File: config.mk
export PLATFORM = sky130hd
export DESIGN_NAME = uart_fifo_bridge_flat
export DESIGN_NICKNAME = d
export VERILOG_FILES = /design/src/rtl/uart_fifo_bridge_if.sv /design/src/rtl/uart_fifo_bridge.sv /design/src/flat_wrapper.sv
export SDC_FILE = /design/constraint.sdc
export NUM_CORES = 1
export LEC_CHECK = 0
export ABC_AREA = 1
export CAP_MARGIN = 20
export CORE_ASPECT_RATIO = 2
export CORE_MARGIN = 5
export CORE_UTILIZATION = 55
export CTS_BUF_LIST = sky130_fd_sc_hd__clkbuf_8
export CTS_CLUSTER_DIAMETER = 50
export DETAILED_ROUTE_END_ITERATION = 12
export PLACE_DENSITY = 0.75
export REMOVE_ABC_BUFFERS = 1
export SYNTH_ARGS = -nofsm -noshare
export SYNTH_HDL_FRONTEND = slang
export SYNTH_SLANG_ARGS = --single-unit
File: constraint.sdc
create_clock -name clk -period 2.9 [get_ports clk]
set_input_delay 0.29 -clock clk [delete_from_list [all_inputs] [get_ports clk]]
set_output_delay 0.29 -clock clk [all_outputs]
set_load 0.02 [all_outputs]
File: src/rtl/uart_fifo_bridge_if.sv
// uart_fifo_bridge_if -- groups the bridge's Avalon-MM master bus toward the
// UART and its TX/RX character streams.
//   modport master : the bridge side (drives avm_read/avm_write/avm_writedata,
//                    tx_ready, rx_valid/rx_data/rx_perr, rx_ovf, levels)
//   modport slave  : the environment side (UART slave and stream endpoints)
// Parameters must match those of the bridge instance attached to it.
interface uart_fifo_bridge_if #(
  parameter int BYTESIZE = 8,
  parameter int ADW      = 32,
  parameter int TX_DEPTH = 16,
  parameter int RX_DEPTH = 16
);
  localparam int TX_LW = $clog2(TX_DEPTH) + 1;
  localparam int RX_LW = $clog2(RX_DEPTH) + 1;

  // Avalon-MM master toward the UART
  logic                avm_read;
  logic                avm_write;
  logic [ADW-1:0]      avm_writedata;
  logic [ADW-1:0]      avm_readdata;
  logic                avm_waitrequest;
  logic                avm_interrupt;

  // TX character stream (into the bridge)
  logic                tx_valid;
  logic                tx_ready;
  logic [BYTESIZE-1:0] tx_data;

  // RX character stream (out of the bridge)
  logic                rx_valid;
  logic                rx_ready;
  logic [BYTESIZE-1:0] rx_data;
  logic                rx_perr;
  logic                rx_ovf;

  // FIFO occupancy
  logic [TX_LW-1:0]    tx_level;
  logic [RX_LW-1:0]    rx_level;

  modport master (
    output avm_read, avm_write, avm_writedata,
    input  avm_readdata, avm_waitrequest, avm_interrupt,
    input  tx_valid, tx_data,
    output tx_ready,
    output rx_valid, rx_data, rx_perr, rx_ovf,
    input  rx_ready,
    output tx_level, rx_level
  );

  modport slave (
    input  avm_read, avm_write, avm_writedata,
    output avm_readdata, avm_waitrequest, avm_interrupt,
    output tx_valid, tx_data,
    input  tx_ready,
    input  rx_valid, rx_data, rx_perr, rx_ovf,
    output rx_ready,
    input  tx_level, rx_level
  );
endinterface

File: src/rtl/uart_fifo_bridge.sv
// uart_fifo_bridge -- decouples a polled Avalon-MM UART from two character
// streams. A TX FIFO buffers characters to be written to the UART, an RX FIFO
// collects characters (plus their parity-error flag) read from it. A three-state
// controller (IDLE/READ/WRITE) performs one Avalon transfer at a time, reads
// taking priority whenever the UART interrupts and the RX FIFO has room.
// Ports:
//   clk  : clock, rising edge
//   rst  : synchronous active-high reset
//   bus  : uart_fifo_bridge_if.master (Avalon master, TX/RX streams, levels)
module uart_fifo_bridge #(
  parameter int    BYTESIZE = 8,
  parameter string PARITY   = "NONE",
  parameter int    ADW      = 32,
  parameter int    TX_DEPTH = 16,
  parameter int    RX_DEPTH = 16
) (
  input logic                 clk,
  input logic                 rst,
  uart_fifo_bridge_if.master  bus
);
  localparam int TX_AW = $clog2(TX_DEPTH);
  localparam int TX_LW = TX_AW + 1;
  localparam int RX_AW = $clog2(RX_DEPTH);
  localparam int RX_LW = RX_AW + 1;
  localparam bit HAS_PARITY = (PARITY != "NONE");

  localparam logic [1:0] IDLE  = 2'd0;
  localparam logic [1:0] READ  = 2'd1;
  localparam logic [1:0] WRITE = 2'd2;

  // ---------------------------------------------------------------- TX FIFO
  logic [BYTESIZE-1:0] tx_mem [TX_DEPTH];
  logic [TX_AW-1:0]    tx_wr_ptr;
  logic [TX_AW-1:0]    tx_rd_ptr;
  logic [TX_LW-1:0]    tx_cnt;
  logic                tx_full;
  logic                tx_empty;
  logic                tx_push;
  logic                tx_pop;

  assign tx_full  = (tx_cnt == TX_LW'(TX_DEPTH));
  assign tx_empty = (tx_cnt == '0);
  // tx_ready comes straight from the registered count, so a pop in the same
  // cycle does not open the door to a push into a full FIFO.
  assign tx_push  = bus.tx_valid && !tx_full;

  always_ff @(posedge clk) begin
    if (tx_push) tx_mem[tx_wr_ptr] <= bus.tx_data;
  end

  always_ff @(posedge clk) begin
    if (rst) begin
      tx_wr_ptr <= '0;
      tx_rd_ptr <= '0;
      tx_cnt    <= '0;
    end else begin
      if (tx_push) tx_wr_ptr <= tx_wr_ptr + 1'b1;
      if (tx_pop)  tx_rd_ptr <= tx_rd_ptr + 1'b1;
      case ({tx_push, tx_pop})
        2'b10:   tx_cnt <= tx_cnt + 1'b1;
        2'b01:   tx_cnt <= tx_cnt - 1'b1;
        default: tx_cnt <= tx_cnt;
      endcase
    end
  end

  // ---------------------------------------------------------------- RX FIFO
  // Each entry is {parity_error, data}.
  logic [BYTESIZE:0]   rx_mem [RX_DEPTH];
  logic [RX_AW-1:0]    rx_wr_ptr;
  logic [RX_AW-1:0]    rx_rd_ptr;
  logic [RX_LW-1:0]    rx_cnt;
  logic                rx_full;
  logic                rx_empty;
  logic                rx_push;
  logic                rx_pop;
  logic                rd_perr;
  logic [BYTESIZE:0]   rx_head;

  assign rx_full  = (rx_cnt == RX_LW'(RX_DEPTH));
  assign rx_empty = (rx_cnt == '0);
  assign rx_pop   = !rx_empty && bus.rx_ready;
  assign rd_perr  = HAS_PARITY ? bus.avm_readdata[ADW-3] : 1'b0;

  always_ff @(posedge clk) begin
    if (rx_push) rx_mem[rx_wr_ptr] <= {rd_perr, bus.avm_readdata[BYTESIZE-1:0]};
  end

  always_ff @(posedge clk) begin
    if (rst) begin
      rx_wr_ptr <= '0;
      rx_rd_ptr <= '0;
      rx_cnt    <= '0;
    end else begin
      if (rx_push) rx_wr_ptr <= rx_wr_ptr + 1'b1;
      if (rx_pop)  rx_rd_ptr <= rx_rd_ptr + 1'b1;
      case ({rx_push, rx_pop})
        2'b10:   rx_cnt <= rx_cnt + 1'b1;
        2'b01:   rx_cnt <= rx_cnt - 1'b1;
        default: rx_cnt <= rx_cnt;
      endcase
    end
  end

  assign rx_head = rx_mem[rx_rd_ptr];

  // ------------------------------------------------------------ controller
  logic [1:0]     state;
  logic [ADW-1:0] wdata;
  logic           ovf;

  // A transfer completes in the cycle waitrequest is low. Every completion
  // returns to IDLE, which gives the UART one cycle to drop its interrupt
  // before the next decision, so one character is never read twice.
  assign tx_pop  = (state == WRITE) && !bus.avm_waitrequest;
  assign rx_push = (state == READ) && !bus.avm_waitrequest
                   && bus.avm_readdata[ADW-1] && !rx_full;

  always_ff @(posedge clk) begin
    if (rst) begin
      state <= IDLE;
      wdata <= '0;
      ovf   <= 1'b0;
    end else begin
      case (state)
        IDLE: begin
          if (bus.avm_interrupt && !rx_full) begin
            state <= READ;
          end else if (!tx_empty) begin
            state <= WRITE;
            // Latched once on entry so the word stays stable while stalled.
            wdata <= ADW'(tx_mem[tx_rd_ptr]);
          end
        end
        READ: begin
          if (!bus.avm_waitrequest) begin
            state <= IDLE;
            if (bus.avm_readdata[ADW-2]) ovf <= 1'b1;
          end
        end
        WRITE: begin
          if (!bus.avm_waitrequest) state <= IDLE;
        end
        default: state <= IDLE;
      endcase
    end
  end

  // Strobes decode the state register only, so they are glitch-free and
  // mutually exclusive by construction.
  assign bus.avm_read      = (state == READ);
  assign bus.avm_write     = (state == WRITE);
  assign bus.avm_writedata = wdata;

  assign bus.tx_ready = !tx_full;
  assign bus.rx_valid = !rx_empty;
  assign bus.rx_data  = rx_head[BYTESIZE-1:0];
  assign bus.rx_perr  = rx_head[BYTESIZE];
  assign bus.rx_ovf   = ovf;
  assign bus.tx_level = tx_cnt;
  assign bus.rx_level = rx_cnt;

  // Status bits between the flags and the character are don't-care.
  logic unused_rdata;
  assign unused_rdata = ^bus.avm_readdata;
endmodule

File: src/flat_wrapper.sv
// flat-port wrapper written by rule: the top's interface ports become plain ports
module uart_fifo_bridge_flat 
#(
  parameter int    BYTESIZE = 8,
  parameter string PARITY   = "    ",
  parameter int    ADW      = 32,
  parameter int    TX_DEPTH = 16,
  parameter int    RX_DEPTH = 16
)
  (clk, rst, bus_avm_read, bus_avm_write, bus_avm_writedata, bus_avm_readdata, bus_avm_waitrequest, bus_avm_interrupt, bus_tx_valid, bus_tx_data, bus_tx_ready, bus_rx_valid, bus_rx_data, bus_rx_perr, bus_rx_ovf, bus_rx_ready, bus_tx_level, bus_rx_level);
  uart_fifo_bridge_if #(.BYTESIZE(BYTESIZE), .ADW(ADW), .TX_DEPTH(TX_DEPTH), .RX_DEPTH(RX_DEPTH)) bus_i ();
  input logic clk;
  input logic rst;
  output wire logic [$bits(bus_i.avm_read)-1:0] bus_avm_read;
  output wire logic [$bits(bus_i.avm_write)-1:0] bus_avm_write;
  output wire logic [$bits(bus_i.avm_writedata)-1:0] bus_avm_writedata;
  input wire logic [$bits(bus_i.avm_readdata)-1:0] bus_avm_readdata;
  input wire logic [$bits(bus_i.avm_waitrequest)-1:0] bus_avm_waitrequest;
  input wire logic [$bits(bus_i.avm_interrupt)-1:0] bus_avm_interrupt;
  input wire logic [$bits(bus_i.tx_valid)-1:0] bus_tx_valid;
  input wire logic [$bits(bus_i.tx_data)-1:0] bus_tx_data;
  output wire logic [$bits(bus_i.tx_ready)-1:0] bus_tx_ready;
  output wire logic [$bits(bus_i.rx_valid)-1:0] bus_rx_valid;
  output wire logic [$bits(bus_i.rx_data)-1:0] bus_rx_data;
  output wire logic [$bits(bus_i.rx_perr)-1:0] bus_rx_perr;
  output wire logic [$bits(bus_i.rx_ovf)-1:0] bus_rx_ovf;
  input wire logic [$bits(bus_i.rx_ready)-1:0] bus_rx_ready;
  output wire logic [$bits(bus_i.tx_level)-1:0] bus_tx_level;
  output wire logic [$bits(bus_i.rx_level)-1:0] bus_rx_level;
  assign bus_avm_read = bus_i.avm_read;
  assign bus_avm_write = bus_i.avm_write;
  assign bus_avm_writedata = bus_i.avm_writedata;
  assign bus_i.avm_readdata = bus_avm_readdata;
  assign bus_i.avm_waitrequest = bus_avm_waitrequest;
  assign bus_i.avm_interrupt = bus_avm_interrupt;
  assign bus_i.tx_valid = bus_tx_valid;
  assign bus_i.tx_data = bus_tx_data;
  assign bus_tx_ready = bus_i.tx_ready;
  assign bus_rx_valid = bus_i.rx_valid;
  assign bus_rx_data = bus_i.rx_data;
  assign bus_rx_perr = bus_i.rx_perr;
  assign bus_rx_ovf = bus_i.rx_ovf;
  assign bus_i.rx_ready = bus_rx_ready;
  assign bus_tx_level = bus_i.tx_level;
  assign bus_rx_level = bus_i.rx_level;
  uart_fifo_bridge #(.BYTESIZE(BYTESIZE), .PARITY(PARITY), .ADW(ADW), .TX_DEPTH(TX_DEPTH), .RX_DEPTH(RX_DEPTH)) u_core (.clk(clk), .rst(rst), .bus(bus_i));
endmodule
Yosys cells after proc, flatten, opt, wreduce, memory -nomap -nowiden. Memory sizes are Yosys's and may differ from the RTL's. A register that Yosys moved wholly into a read port is not among the register bits. Index checks and enable logic that the tools add are counted.

Flip-flop bits (word level): 29. Logic and storage cells: 63. Memories: 2. Input port bits: 46. Bits in writable memories: 272. Output and inout bits: 56.

Multiplexer cells: 12. Bitwise operators: 3. $add $sub $neg: 8. Reduce and logical (&&, ||, !) cells: 20. Equality and inequality tests: 10.

Memories: u_core.rx_mem (words 16, width 9, read ports 1, clocked after memory_dff 1, write ports 1, line uart_fifo_bridge.sv:69) `logic [BYTESIZE:0] rx_mem [RX_DEPTH];`; u_core.tx_mem (words 16, width 8, read ports 1, clocked after memory_dff 1, write ports 1, line uart_fifo_bridge.sv:32) `logic [BYTESIZE-1:0] tx_mem [TX_DEPTH];`.

Operator list (number): one-hot mux 5 bit (2 select lines) (2); adder 4 x 1 -> 4 bit, second input constant (4); adder 5 x 1 -> 5 bit, second input constant (2); == test 5 bit, second input constant (2); zero test 5 bit (2); subtractor 5 x 1 -> 5 bit, second input constant (2); two-way mux 4 bit (2); logical AND 1 bit (7); == test 2 x 1 -> 1 bit, second input constant (3); == test 2 bit, second input constant (3); two-way mux 2 bit (3); AND reduction 3 bit (2); zero test 1 bit (4); two-way mux 1 bit (4); one-hot mux 2 bit (2 select lines) (1); nonzero test 2 bit (2); != test 3 bit, second input constant (1); inverter 1 bit (3); zero test 2 bit (1); != test 2 bit, second input constant (1); AND reduction 2 bit (1); OR reduction 2 bit (1).

Depth between registers and ports, before layout. Gate-level depths: netlist of the first run.

Depth after elaboration: 6. Depth in mapped cells: 16. Depth with buffers taken out: 15.

Worst setup path after synthesis of the first run. No wires, ideal clock.

Kind: flip-flop to flip-flop. Start point: reg u_core.tx_cnt[4] (netlist: u_core.bus.tx_level[4]). End point: reg u_core.tx_cnt[4] (netlist: u_core.bus.tx_level[4]). Setup time: 0.071 ns. Cell stages (with the launch flop): 11. Arrival: 2.262 ns. Path slack: 0.567 ns. Period minus slack after synthesis: 2.333 ns. Buffers on the path: 0. Data required time: 2.829 ns. Path through: dfxtp_1 -> nand4_1 -> nand2_1 -> ha_1 -> xor2_1 -> ha_1 -> a21o_1 -> a31oi_1 -> xor2_1 -> nand2_1 -> a21oi_1.

Cells in the longest elaborated chain, start to end: 5. Elaborated cells on any way between the ends: 9. Classes of those cells: 2 x add/sub; 3 x eq/ne; 1 x mux; 3 x reduce/logical.

RTL lines: start, declared (line uart_fifo_bridge.sv:35) `logic [TX_LW-1:0] tx_cnt;`; start signal, assigned (line uart_fifo_bridge.sv:60) `2'b10: tx_cnt <= tx_cnt + 1'b1;`; start signal, assigned (line uart_fifo_bridge.sv:61) `2'b01: tx_cnt <= tx_cnt - 1'b1;`; start signal, assigned (line uart_fifo_bridge.sv:62) `default: tx_cnt <= tx_cnt;`; == test 5 bit * (line uart_fifo_bridge.sv:41) `assign tx_full = (tx_cnt == TX_LW'(TX_DEPTH));`; zero test 1 bit *; named net bus_tx_ready (line flat_wrapper.sv:22) `output wire logic [$bits(bus_i.tx_ready)-1:0] bus_tx_ready;`; logical AND 1 bit * (line uart_fifo_bridge.sv:45) `assign tx_push = bus.tx_valid && !tx_full;`; == test 2 x 1 -> 1 bit or == test 2 bit (tied branches) (line uart_fifo_bridge.sv:59) `case ({tx_push, tx_pop})`; one-hot mux 5 bit (2 select lines) or nonzero test 2 bit (tied branches).

The timed path passes the listed nets; every way through them passes the cells marked *. A chain may end at the register's enable or synchronous reset.

==> results.cfg, run 1 <==
[synthesis]
synthCells = 1075
netlist_area_sq_um = 13200
synth_seq_cells = 313
synthTopCellsByArea = edfxtp_1 (62%), dfxtp_1 (6.2%), nor2_1 (4.3%)
yosys.area.top_type_share = 0.621
yosysSeqAreaShare = 0.683
yosys_warnings = 0
synth.lib_cells_used.distinct = 40
avgSynthCellArea_sq_um = 12.2
synth.largest_area_cell = edfxtp_1

[clock_network]
cts_tree = done
path_clk_slew_ns = 0.07
cts.sinks = 313
cts_hold_buf = 0
cts_buffers = 41
clockRootBuffer = clkbuf_8
insertion_delay_ns = 0.56
cts_buffer_depth = 3
htreeDepth = 2

[route]
first_iter_violations = 545
antenna_left = 0
first_pass_iters = 4
vias = 8342
viasPerCell = 5.59
avgRoutedWirePerCell_um = 20.3
drt-total-wl_um = 30300
drc = 0

[sta]
tns_ns = 0
fin_crit_ns = 2.76
max-slew-margin-rel = 0.423
worst_slack_ns = 0.137
finalHoldViolCount = 0
slew_viol_final = 0
clock_skew_ns = 0.0260
tightestPinTransition_ns = 0.864
timing.final.crit_share = 0.953
setup_violations = 0
fmax_mhz = 362
rsz0062_at_grt = no
whs_ns = 0.389

[worst_setup_path]
max_stage_delay_ns = 0.63
crit_path_max_fanout = 10
r2r-start = u_core.state[0]
rrSetupSlack_ns = 0.41
cp.buffers_inverters = 2
cp_cell_sequence = clkinv_1 > o211ai_1 > nand3_1 > nand2_1 > clkdlybuf4s50_1
required_ns = 2.61
cp.arrival_ns = 2.47
slowest_stage = clkdlybuf4s50_1
cp_top_family = buffers and inverters
timing.rr.end = u_core.bus.tx_level[4]
worstRegToRegCells = 12
startpoint_type = flop
critPathCaptureType = primary output
crit_type = flop to primary output

[global_route]
grt_pass1_vias = 8537
grt_max_degree = 67
grt-ovfl-total = 0
antenna_found_initial = 0
grt_pass1_wl_um = 46400
grt_use_total = 0.221

[cells_and_area]
post-route-cell-area_sq_um = 14900
drive_above_1_share = 0.108
final_common_cell = edfxtp_1
n_antenna_cell = 0
utilization = 0.630
layout.nets = 1237
area_growth_syn_to_layout_pct = 13.6
layout_common_cells = edfxtp_1 (272), nor2_1 (151), o21ai_0 (105)

[placed_design]
hpwl_um = 20600
placed_cell_area_sq_um = 14100
place_congestion = 0.865
numPortBuffers = 56
dp_slack_ns = 0.250

[job]
maxCapViolCount = 0

[floorplan]
core_area_sq_um = 23700
fp-row-count = 80
initial_core_util = 0.555
io_pins = 102
die_w_um = 119
dieArea_sq_um = 27300
die-height_um = 229

[power_and_ir_drop]
peakVddDrop_uv = 532
p_per_area_nw_per_um2 = 738
p_leak_nw = 5.39

[hold_path]
whs_path_depth = 3
holdPathEnd = u_core.bus.rx_ovf
hold_start = bus_avm_readdata[30]
hold_path.class = input pin to flop

[status]
run_status = finished, final reports clean
==> worst reg2reg max path, stage by stage, from the launching register on <==
cell	delay (ns)
dfxtp_1	0.37
inv_1	0.08
ha_1	0.22
nand2_1	0.18
inv_1	0.14
ha_1	0.30
xor2_1	0.19
ha_1	0.20
a21o_1	0.18
a31oi_1	0.22
xor2_1	0.16
nand2_1	0.06
a21oi_1	0.12
==> cell families after synthesis <==
kind of cell / synth area share
and+or+nand+nor: 0.0882
xor gates and xnor gates: 0.00799
buffers and inverters: 0.0597
adders and majority gates: 0.0181
other: 0.000285
DFF: 0.683
AOI/OAI and AO/OA: 0.115
muxes: 0.0274
==> layout make-up <==
cell class	count	area, sq um
multi-input combinational	622	3470
timing repair buffer	109	1000
fill	1798	8780
clock buffer	46	633
clock inverter	30	165
sequential	313	8990
tap	287	359
inverter	85	319
==> stage by stage <==
| stage | power [mW] | std cells |
|---|---|---|
| floorplan | 6.90 | 1020 |
| global placement | 7.81 | 1409 |
| detailed placement | 7.86 | 1409 |
| CTS | 11.1 | 1487 |
| global route | 11.6 | 1492 |
| finish | 11.0 | 1492 |
==> Yosys cell counts <==
| master | instances |
|---|---|
| and3_1 | 1 |
| clkinv_1 | 5 |
| inv_1 | 77 |
| o21ai_0 | 105 |
| nor2_1 | 151 |
| o221ai_1 | 3 |
| ha_1 | 19 |
| nand2_1 | 51 |
| nor3_1 | 3 |
| dfxtp_1 | 41 |
| buf_4 | 26 |
| nand2_4 | 2 |
| nand2_2 | 2 |
| clkbuf_1 | 20 |
| o21a_1 | 3 |
| nand3_4 | 1 |
| buf_2 | 18 |
| buf_1 | 6 |
| nand4_1 | 4 |
| o31ai_1 | 1 |
| a21o_1 | 1 |
| mux2i_1 | 36 |
| nor3b_1 | 1 |
| nand3_2 | 2 |
| a31oi_1 | 1 |
| xor2_1 | 9 |
| nor2_4 | 2 |
| o21ai_1 | 19 |
| conb_1 | 1 |
| clkbuf_2 | 1 |
| a21oi_1 | 54 |
| nor2_2 | 2 |
| nand3_1 | 48 |
| inv_2 | 3 |
| xnor2_1 | 3 |
| edfxtp_1 | 272 |
| o211ai_1 | 72 |
| o21bai_1 | 1 |
| o22ai_1 | 1 |
| buf_6 | 7 |
==> routing by layer <==
metal / global-route usage / share of wire / up-vias
li1: - / - / 4007
met1: 0.215 / 0.33 / 4009
met2: 0.441 / 0.59 / 237
met3: 0.0295 / 0.035 / 89
met4: 0.110 / 0.045 / 0
met5: 0 / 0 / -
==> state kept, by name, indices dropped and copies added (netlist names), named ones only <==
name,flops
u_core.tx_wr_ptr,4
u_core.rx_wr_ptr,4
u_core.tx_mem,128
u_core.rx_mem,144
u_core.bus.avm_writedata,8
u_core.bus.tx_level,5
u_core.bus.rx_level,5
u_core.rx_rd_ptr,4
u_core.state,2
u_core.bus.rx_ovf,1
u_core.tx_rd_ptr,4
==> worst max path at each step <==
stage                                    from                endpoint  slack (ns)  cells after the start
after floorplan                          flop          bus_rx_data[0]       -0.56                      4
after global placement    bus_avm_waitrequest  u_core.bus.tx_level[4]        0.30                     12
after detailed placement  bus_avm_waitrequest  u_core.bus.tx_level[4]        0.25                     12
after CTS                                flop          bus_rx_data[7]        0.05                      6
after global routing                     flop             bus_rx_perr        0.03                      7
final                                    flop          bus_rx_data[6]        0.14                      5
==> report_power, final <==
group	internal [mW]	switching, mW
registers	5.04	0.174
logic	1.03	1.61
clock network	1.57	1.59
==> timing repair <==
| action | 4_1_cts | 5_1_grt |
|---|---|---|
| endpoints found under the setup margin | 9 | 4 |
| gates resized for setup | 0 | 2 |
| gates cloned | 0 | 0 |
| buffers inserted | 2 | 5 |
(Power assumes the default switching activity.)
==> inputs of run 2 (changes only) <==
CAP_MARGIN = default   (was 20)
CORE_ASPECT_RATIO = default   (was 2)
==> run 2 against run 1 <==
  * Non-clock buffer count grew 3
  * Sequential share of layout area shrank 0.93 points
  * Sequential power is essentially flat
==> results.cfg, run 2 (synthesis results as in run 1) <==
[status]
run_status = finished, final reports clean

[floorplan]
initial_core_util = 0.559
io_pins = 102
core_area_sq_um = 23500
die-height_um = 165
die_w_um = 165
dieArea_sq_um = 27100
fp-row-count = 56

[cells_and_area]
layout.nets = 1248
drive_above_1_share = 0.118
area_growth_syn_to_layout_pct = 15.4
largest_register = u_core.rx_mem
n_antenna_cell = 0
fillers = 1768
final_common_cell = edfxtp_1
layout_common_cells = edfxtp_1 (272), nor2_1 (151), o21ai_0 (105)
largest_register_ffs = 144
seq_area_sq_um = 9000
multi_input_area_sq_um = 3470
utilization = 0.645

[clock_network]
insertion_delay_ns = 0.57
cts_hold_buf = 0
path_clk_slew_ns = 0.06
cts.sinks = 313
cts_tree = done
cts_buffer_depth = 3
cts_buffers = 49
clockRootBuffer = clkbuf_8
htreeDepth = 2

[worst_setup_path]
critPathCaptureType = primary output
startpoint_type = flop
rrSetupSlack_ns = 0.54
r2r-start = u_core.state[0]
required_ns = 2.61
worstRegToRegCells = 12
timing.rr.end = u_core.bus.tx_level[4]
cp.arrival_ns = 2.55
crit_path_max_fanout = 16
crit_type = flop to primary output

[route]
first_iter_violations = 647
drt-total-wl_um = 27200
avgRoutedWirePerCell_um = 17.7
viasPerCell = 5.46
first_pass_iters = 8
antenna_left = 0
drc = 0
vias = 8423

[placed_design]
dp_slack_ns = 0.300
numPortBuffers = 56
hpwl_um = 17200
place_congestion = 0.812

[sta]
max-slew-margin-rel = 0.499
slew_viol_final = 0
worst_slack_ns = 0.0639
tns_ns = 0
tightestPinTransition_ns = 0.751
rsz0062_at_grt = no
finalHoldViolCount = 0
fin_crit_ns = 2.84
setup_violations = 0
clock_skew_ns = 0.0319
timing.final.crit_share = 0.978
fmax_mhz = 353
whs_ns = 0.407

[global_route]
grt_pass1_wl_um = 42900
antenna_found_initial = 0
grt_use_total = 0.202
grt-ovfl-total = 0
grt_pass1_vias = 8248
grt_max_degree = 43

[hold_path]
whs_path_depth = 3
hold_start = bus_avm_readdata[30]
hold_path.class = input pin to flop
holdPathEnd = u_core.bus.rx_ovf

[power_and_ir_drop]
p_per_area_nw_per_um2 = 754
p_leak_nw = 5.54
peakVddDrop_uv = 445

[job]
maxCapViolCount = 0
-- run 2: changes by cell type in the layout (fill, tap and decap cells not counted), moves of 2 or more --
cell             delta
dfxtp_2             +2
dlymetal6s2s_1      +2
inv_1               +8
clkinv_1            -2
clkbuf_8            +7
dfxtp_1             -2
buf_4               +4
bufinv_16           +2
clkdlybuf4s50_1     -2
-- run 2: worst max-delay path by stage --
stage                                    from                     end  slack, ns  depth (start not counted)
final                                    flop          bus_rx_data[0]       0.06                          8
after detailed placement  bus_avm_waitrequest  u_core.bus.tx_level[4]       0.30                         12
after floorplan                          flop          bus_rx_data[0]      -0.56                          4
after global placement    bus_avm_waitrequest  u_core.bus.tx_level[4]       0.36                         12
after CTS                                flop          bus_rx_data[4]      0.005                          6
after global routing                     flop          bus_rx_data[0]      0.003                          8
-- run 2: repair_timing --
action / 4_1_cts / 5_1_grt
pin swaps: 0 / 0
setup buffers: 1 / 6
gates resized for setup: 2 / 4
endpoints found under the setup margin: 7 / 5
-- run 2: cell type report --
type,count,share of cell area
multi-input combinational,622,0.229
clock inverter,38,0.0162
sequential,313,0.593
tap,319,0.0263
timing repair buffer,112,0.0670
clock buffer,53,0.0481
inverter,85,0.0211
-- run 2: metrics by stage --
stage          std cells  power, mW  area, sq um
2_1_floorplan       1020       6.90        12800
3_3_place_gp        1444       7.76        14100
3_5_place_dp        1444       7.83        14100
4_1_cts             1536       11.5        15100
5_1_grt             1542       12.0        15200
6_report            1542       11.4        15200
-- run 2: critical path: stages, from the launching register on --
cell and delay (ns):
dfxtp_4 0.42, buf_4 0.16, buf_6 0.15, a21oi_1 0.16
o21ai_0 0.10, o211ai_1 0.11, o211ai_1 0.18, nand2_1 0.11
clkdlybuf4s50_1 0.60
-- run 2: per-layer routing --
layer | global-route usage | part of all wire
met1 | 0.263 | 0.41
met3 | 0.0359 | 0.062
met2 | 0.346 | 0.50
met5 | 0 | 0
met4 | 0.0684 | 0.025
-- run 2: power breakdown --
group | total, mW | switching, mW | internal (mW)
combinational | 2.55 | 1.51 | 1.04
clock | 3.64 | 1.67 | 1.97
sequential | 5.25 | 0.195 | 5.05
